<file path="src/rtl/mult_arbiter.sv">
// mult_arbiter: four requesters share one unsigned multiplier.
// One operation is in flight at a time: IDLE (arbitrate/accept) -> CALC
// (multiply) -> RESP (hold response until downstream accepts).
// Optional feature macro: MULT_ARB_ROUNDROBIN_EN selects round-robin
// arbitration with a rotating pointer. When it is undefined, the lowest
// valid index always wins and there is no pointer register.
module mult_arbiter #(
    parameter int OPW  = 2,
    parameter int NREQ = 4
) (
    input  logic                clk,
    input  logic                rst,
    input  logic [NREQ-1:0]     req_valid,
    input  logic [NREQ*OPW-1:0] req_a,
    input  logic [NREQ*OPW-1:0] req_b,
    output logic [NREQ-1:0]     req_ready,
    output logic                resp_valid,
    input  logic                resp_ready,
    output logic [1:0]          resp_id,
    output logic [2*OPW-1:0]    resp_product,
    output logic                busy
);

    localparam int IDW = 2;
    localparam int PW  = 2 * OPW;

    typedef enum logic [1:0] {
        IDLE = 2'd0,
        CALC = 2'd1,
        RESP = 2'd2
    } state_t;

    state_t             state_q, state_d;
    logic [OPW-1:0]     a_q, a_d;
    logic [OPW-1:0]     b_q, b_d;
    logic [IDW-1:0]     id_q, id_d;
    logic [IDW-1:0]     resp_id_q, resp_id_d;
    logic [PW-1:0]      product_q, product_d;
    logic               resp_valid_q, resp_valid_d;
    logic               busy_q, busy_d;
`ifdef MULT_ARB_ROUNDROBIN_EN
    logic [IDW-1:0]     ptr_q, ptr_d;
`endif

    logic [OPW-1:0]     a_arr [NREQ];
    logic [OPW-1:0]     b_arr [NREQ];
    logic               found;
    logic [IDW-1:0]     grant_id;
    logic [NREQ-1:0]    grant_vec;

    // Unpack per-requester operands from the flat buses.
    generate
        for (genvar gi = 0; gi < NREQ; gi++) begin : g_unpack
            assign a_arr[gi] = req_a[gi*OPW +: OPW];
            assign b_arr[gi] = req_b[gi*OPW +: OPW];
        end
    endgenerate

    // Arbitration: pick the winning requester among the valid ones.
    always_comb begin
        found    = 1'b0;
        grant_id = '0;
`ifdef MULT_ARB_ROUNDROBIN_EN
        // Search upward from the pointer, wrapping 3 -> 0.
        for (int k = 0; k < NREQ; k++) begin
            logic [IDW-1:0] idx;
            idx = ptr_q + k[IDW-1:0];
            if (!found && req_valid[idx]) begin
                found    = 1'b1;
                grant_id = idx;
            end
        end
`else
        // Fixed priority: lowest index wins.
        for (int k = 0; k < NREQ; k++) begin
            if (!found && req_valid[k]) begin
                found    = 1'b1;
                grant_id = k[IDW-1:0];
            end
        end
`endif
        grant_vec = found ? (NREQ'(1) << grant_id) : '0;
    end

    // Ready is only offered while idle; it is the one-hot grant itself.
    assign req_ready    = (state_q == IDLE) ? grant_vec : '0;
    assign resp_valid   = resp_valid_q;
    assign resp_id      = resp_id_q;
    assign resp_product = product_q;
    assign busy         = busy_q;

    // Next-state and datapath update for the three-phase operation.
    always_comb begin
        state_d      = state_q;
        a_d          = a_q;
        b_d          = b_q;
        id_d         = id_q;
        resp_id_d    = resp_id_q;
        product_d    = product_q;
        resp_valid_d = resp_valid_q;
        busy_d       = busy_q;
`ifdef MULT_ARB_ROUNDROBIN_EN
        ptr_d        = ptr_q;
`endif
        case (state_q)
            IDLE: begin
                if (found) begin
                    a_d     = a_arr[grant_id];
                    b_d     = b_arr[grant_id];
                    id_d    = grant_id;
                    state_d = CALC;
                    busy_d  = 1'b1;
`ifdef MULT_ARB_ROUNDROBIN_EN
                    ptr_d   = grant_id + 1'b1;
`endif
                end
            end
            CALC: begin
                // Widen both operands so the full product is kept.
                product_d    = PW'(a_q) * PW'(b_q);
                resp_id_d    = id_q;
                resp_valid_d = 1'b1;
                state_d      = RESP;
            end
            RESP: begin
                if (resp_ready) begin
                    resp_valid_d = 1'b0;
                    busy_d       = 1'b0;
                    state_d      = IDLE;
                end
            end
            default: begin
                resp_valid_d = 1'b0;
                busy_d       = 1'b0;
                state_d      = IDLE;
            end
        endcase
    end

    // State register with synchronous reset that discards any operation.
    always_ff @(posedge clk) begin
        if (rst) begin
            state_q      <= IDLE;
            a_q          <= '0;
            b_q          <= '0;
            id_q         <= '0;
            resp_id_q    <= '0;
            product_q    <= '0;
            resp_valid_q <= 1'b0;
            busy_q       <= 1'b0;
`ifdef MULT_ARB_ROUNDROBIN_EN
            ptr_q        <= '0;
`endif
        end else begin
            state_q      <= state_d;
            a_q          <= a_d;
            b_q          <= b_d;
            id_q         <= id_d;
            resp_id_q    <= resp_id_d;
            product_q    <= product_d;
            resp_valid_q <= resp_valid_d;
            busy_q       <= busy_d;
`ifdef MULT_ARB_ROUNDROBIN_EN
            ptr_q        <= ptr_d;
`endif
        end
    end

endmodule

</file>
<file path="config.mk">
export PLATFORM = sky130hd
export DESIGN_NAME = mult_arbiter
export DESIGN_NICKNAME = d
export VERILOG_FILES = /design/src/rtl/mult_arbiter.sv
export SDC_FILE = /design/constraint.sdc
export NUM_CORES = 1
export LEC_CHECK = 0
export ABC_AREA = 1
export CAP_MARGIN = 20
export CORE_MARGIN = 4
export CORE_UTILIZATION = 43
export DETAILED_ROUTE_END_ITERATION = 16
export PLACE_DENSITY = 0.88
export SYNTH_ARGS = -nofsm -noshare
export SYNTH_HDL_FRONTEND = slang
export SYNTH_SLANG_ARGS = --single-unit
</file>
<file path="constraint.sdc">
create_clock -name clk -period 1.3 [get_ports clk]
set_input_delay 0.26 -clock clk [delete_from_list [all_inputs] [get_ports clk]]
set_output_delay 0.26 -clock clk [all_outputs]
set_load 0.02 [all_outputs]
</file>
-- Yosys cells after proc, flatten, opt, wreduce, memory -nomap -nowiden
Cells that the tools add are included.
- multipliers: 1
- magnitude comparators: 1
- eq/ne operators: 4
- shift operators: 1
- mux-type cells: 22
- bitwise logic cells: 3
- reduce and logical (&&, ||, !) cells: 11
- operators by type and width (kind ; number):
    two-way mux 2 bit ; 8
    binary-select mux 2 bit (select 2 bit) ; 2
    two-way mux 4 bit ; 2
    two-way mux 1 bit ; 7
    case mux 1 bit (3 select lines) ; 2
    case mux 2 bit (3 select lines) ; 1
    AND reduction 2 bit ; 3
    multiplier 2 x 2 -> 4 bit ; 1
    != test 2 bit, second input constant ; 2
    left shift 1 x 2 -> 4 bit, first input constant ; 1
    greater-or-equal comparator 3 bit, second input constant ; 1
    logical AND 1 bit ; 3
    logical NOT 1 bit ; 3
    inverter 2 -> 3 bit ; 1
    AND reduction 3 bit ; 1
    == test 2 x 1 -> 1 bit, second input constant ; 1
    == test 2 bit, second input constant ; 1
    logical NOT 2 bit ; 1
    inverter 1 bit ; 2
- register bits after elaboration: 16
- output and inout port bits: 12
- logic and storage cells: 51

-- Logic depth before layout (Yosys ltp)
- depth after elaboration: 14
- depth in mapped cells: 10
- mapped depth without buffers: 9

-- Worst setup path before layout
No wires, ideal clock.
- kind: input-to-output
- start: input req_valid[1]
- end: output req_ready[3]
- arrival: 892 ps
- required time: 1040 ps
- setup slack: 148 ps
- stages on the path: 4
- cell sequence: nor2_4 -> nand2_2 -> buf_6 -> nor2_1
- cells in the longest elaborated chain, start to end: 11
- elaborated cells between the ends (all ways): 14
- classes of those cells: shift: 1; mux: 8; reduce/logical: 5
- ends and longest elaborated chain (what ; line ; text):
    start: declaration ; 13 ; input logic [NREQ-1:0] req_valid,
    logical AND 1 bit * ; 76 ; if (!found && req_valid[k]) begin
    two-way mux 1 bit ; 76 ;
    logical NOT 1 bit ; 76 ;
    logical AND 1 bit ; 76 ;
    two-way mux 1 bit ; 76 ;
    logical NOT 1 bit ; 76 ;
    logical AND 1 bit ; 76 ;
    two-way mux 2 bit ; 76 ;
    left shift 1 x 2 -> 4 bit ; 82 ; grant_vec = found ? (NREQ'(1) << grant_id) : '0;
    two-way mux 4 bit * ; 82 ;
    two-way mux 4 bit * ; 86 ; assign req_ready = (state_q == IDLE) ? grant_vec : '0;
    end: declaration ; 16 ; output logic [NREQ-1:0] req_ready,
Mark *: on every way between the ends. The rest lies on a longest branch, timed or not.

-- Final worst setup path
- start: register state_q[0]
- end: output req_ready[2]
- cells in the longest elaborated chain, start to end: 2
- ends and longest elaborated chain (what ; line ; text):
    start: declaration ; 33 ; state_t state_q, state_d;
    start signal: assignment ; 155 ; state_q <= state_d;
    logical NOT 2 bit ; 86 ;
    two-way mux 4 bit ; 86 ;
No other way between the ends.

==> impl_metrics.toml <==
[outcome]
status = "complete, no violations"

[sta]
rsz0062_at_grt = "yes"
finalMaxSlewViolations = 0
timing.final.ws_setup_ns = 0.0297
tightest_slew_ns = 0.310
min_period_ns = 1.27
hold_ws_ns = 0.472
setup_viol = 0
skew_ns = 0.00372
max_slew_margin = 0.793
hold_violations = 0
post-route-period-util = 0.977
fmax_mhz = 787

[cells_and_area]
drive_gt1_frac = 0.200
utilization = 0.698
finalNonFillerCells = 217
area_delta_synth_final_pct = 51.2
fin_nets = 217
nFillCells = 167
layout_commonest_cell = "nor2_1"
antennaDiodeCount = 0
layout_common_cells = "nor2_1, inv_1, nand3_1"

[power]
p_clk_frac = 0.192
power_switching_mw = 0.424
power.density_nw_per_um2 = 941
combPwrFrac = 0.358
leakage_nw = 0.775
pwr-share-seq = 0.449
vdd_ir_drop_max_mv = 0.539
power_mw = 1.30
p_int_mw = 0.877
switching_share = 0.326

[setup_path]
worstSetupStartpointType = "register"
worstSetupEndpointType = "primary output"
critPathKind = "reg -> out"
required_ns = 1.04
cp.arrival_ns = 1.01
crit_path_max_fanout = 6

[routing]
first_iter_violations = 9
antenna_left = 0
drc_errors = 0
drt_wl_total_um = 1970
vias = 983
routed_via_density = 4.53
wire_per_inst_um = 9.10
firstDrtPassIters = 4

[synth]
yosysSeqAreaShare = 0.350
synth-seq-cells = 16
synthDistinctLibCells = 15
syn_area_um2 = 915
synth_warnings = 0
synthCells = 142
synth_nets = 167
synth_area_per_cell_um2 = 6.44

[clocking]
clockRootBuffer = "clkbuf_4"
cts.sinks = 16
cts_buffers = 3
h-tree-depth = 1
hold_buffers = 0
clk_pin_slew_worst_paths_ns = 0.08
cts.path.max_buffers = 2
insertion_delay_ns = 0.28
cts_tree = "yes"
cts_setup_buffers = 0

[global_routing]
grt_overflow_total = 0
groute.usage.overall = 0.160
grt_max_degree = 11
grt_pass1_wl_um = 3480
antenna_found_initial = 0
first_global_vias = 905

[run]
maxCapViolations = 0

[floorplan]
core-area_um2 = 1980
die-area_um2 = 2930
io_pins = 35
rows = 16
die_h_um = 54.1
die_w_um = 54.1
start_util = 0.461

[placed_design]
place_hpwl_um = 1650
dpl.cell_count = 214
pre_cts_ws_ns = -0.630
place.gp.congestion = 0.757
port_buffers = 34

[worst_hold_path]
min_path_type = "reg -> reg"
[critical path, cell delays in order (launching register included)]
cell and delay, ns:
dfxtp_1 0.32, inv_2 0.07, nand2_4 0.08, nor2_1 0.11
buf_4 0.14
[final cells by class]
class	instances	area [µm²]	area share
multi-input combinational	91	469	0.339
timing repair buffer	47	413	0.299
sequential	16	320	0.232
inverter	33	124	0.0896
tap	27	33.8	0.0244
clock buffer	3	22.5	0.0163
[cells in the mapped netlist (all sizes together)]
master   n  area share
a21oi    3       0.016
a31oi    1       0.023
buf      2       0.021
dfxtp   16        0.35
ha       2       0.027
inv     33        0.14
nand2   26        0.14
nand3   21        0.11
nor2    31        0.14
o21ai    7       0.038
[worst paths after layout]
path,start,endpoint,slack (ns),cells after the start
worst max-delay path,state_q[0],req_ready[2],0.03,4
worst min register to register,resp_valid,resp_valid,0.47,2
worst max register to register,b_q[1],resp_product[2],0.17,6
worst min-delay path,resp_valid,resp_valid,0.47,2
[what timing repair did]
action	in CTS	in global routing
setup endpoints to repair	18	8
resized for setup	32	5
pin swaps	2	0
[sequential cells by signal, indices dropped and copies added (netlist names)]
| signal | flops |
|---|---|
| a_q | 2 |
| b_q | 2 |
| busy | 1 |
| id_q | 2 |
| resp_id | 2 |
| resp_product | 4 |
| resp_valid | 1 |
| state_q | 2 |
[power groups by stage]
stage | Combinational, mW | Sequential, mW | Clock (mW)
global placement | 0.476 | 0.596 | 0
detailed placement | 0.485 | 0.598 | 0
finish | 0.467 | 0.585 | 0.250
CTS | 0.465 | 0.585 | 0.262
floorplan | 0.233 | 0.628 | 0
global route | 0.522 | 0.594 | 0.273
[cell families (layout without fill, tap and decap cells)]
| logic type | Yosys count | in the layout | share of synthesized area |
|---|---|---|---|
| compound gates | 11 | 11 | 0.0780 |
| fa+ha+maj | 2 | 2 | 0.0274 |
| buf+inv | 35 | 83 | 0.156 |
| flops | 16 | 16 | 0.350 |
| simple gates | 78 | 78 | 0.389 |
[per-layer routing]
| metal | wire, µm | global-route usage | up-vias | share of wire |
|---|---|---|---|---|
| met5 | 0 | 0 | - | 0 |
| met4 | 38 | 0.0830 | 0 | 0.019 |
| met3 | 173 | 0.0332 | 5 | 0.088 |
| met2 | 960 | 0.289 | 33 | 0.49 |
| met1 | 801 | 0.171 | 421 | 0.41 |
| li1 | - | - | 524 | - |
[metrics by stage]
step,cell area [µm²],setup TNS (ns)
CTS,1370,0
detailed placement,1370,-5.53
global placement,1370,-5.12
floorplan,915,0
global route,1380,-0.134
finish,1380,0
Note: power is estimated with default switching activity, not from simulation.
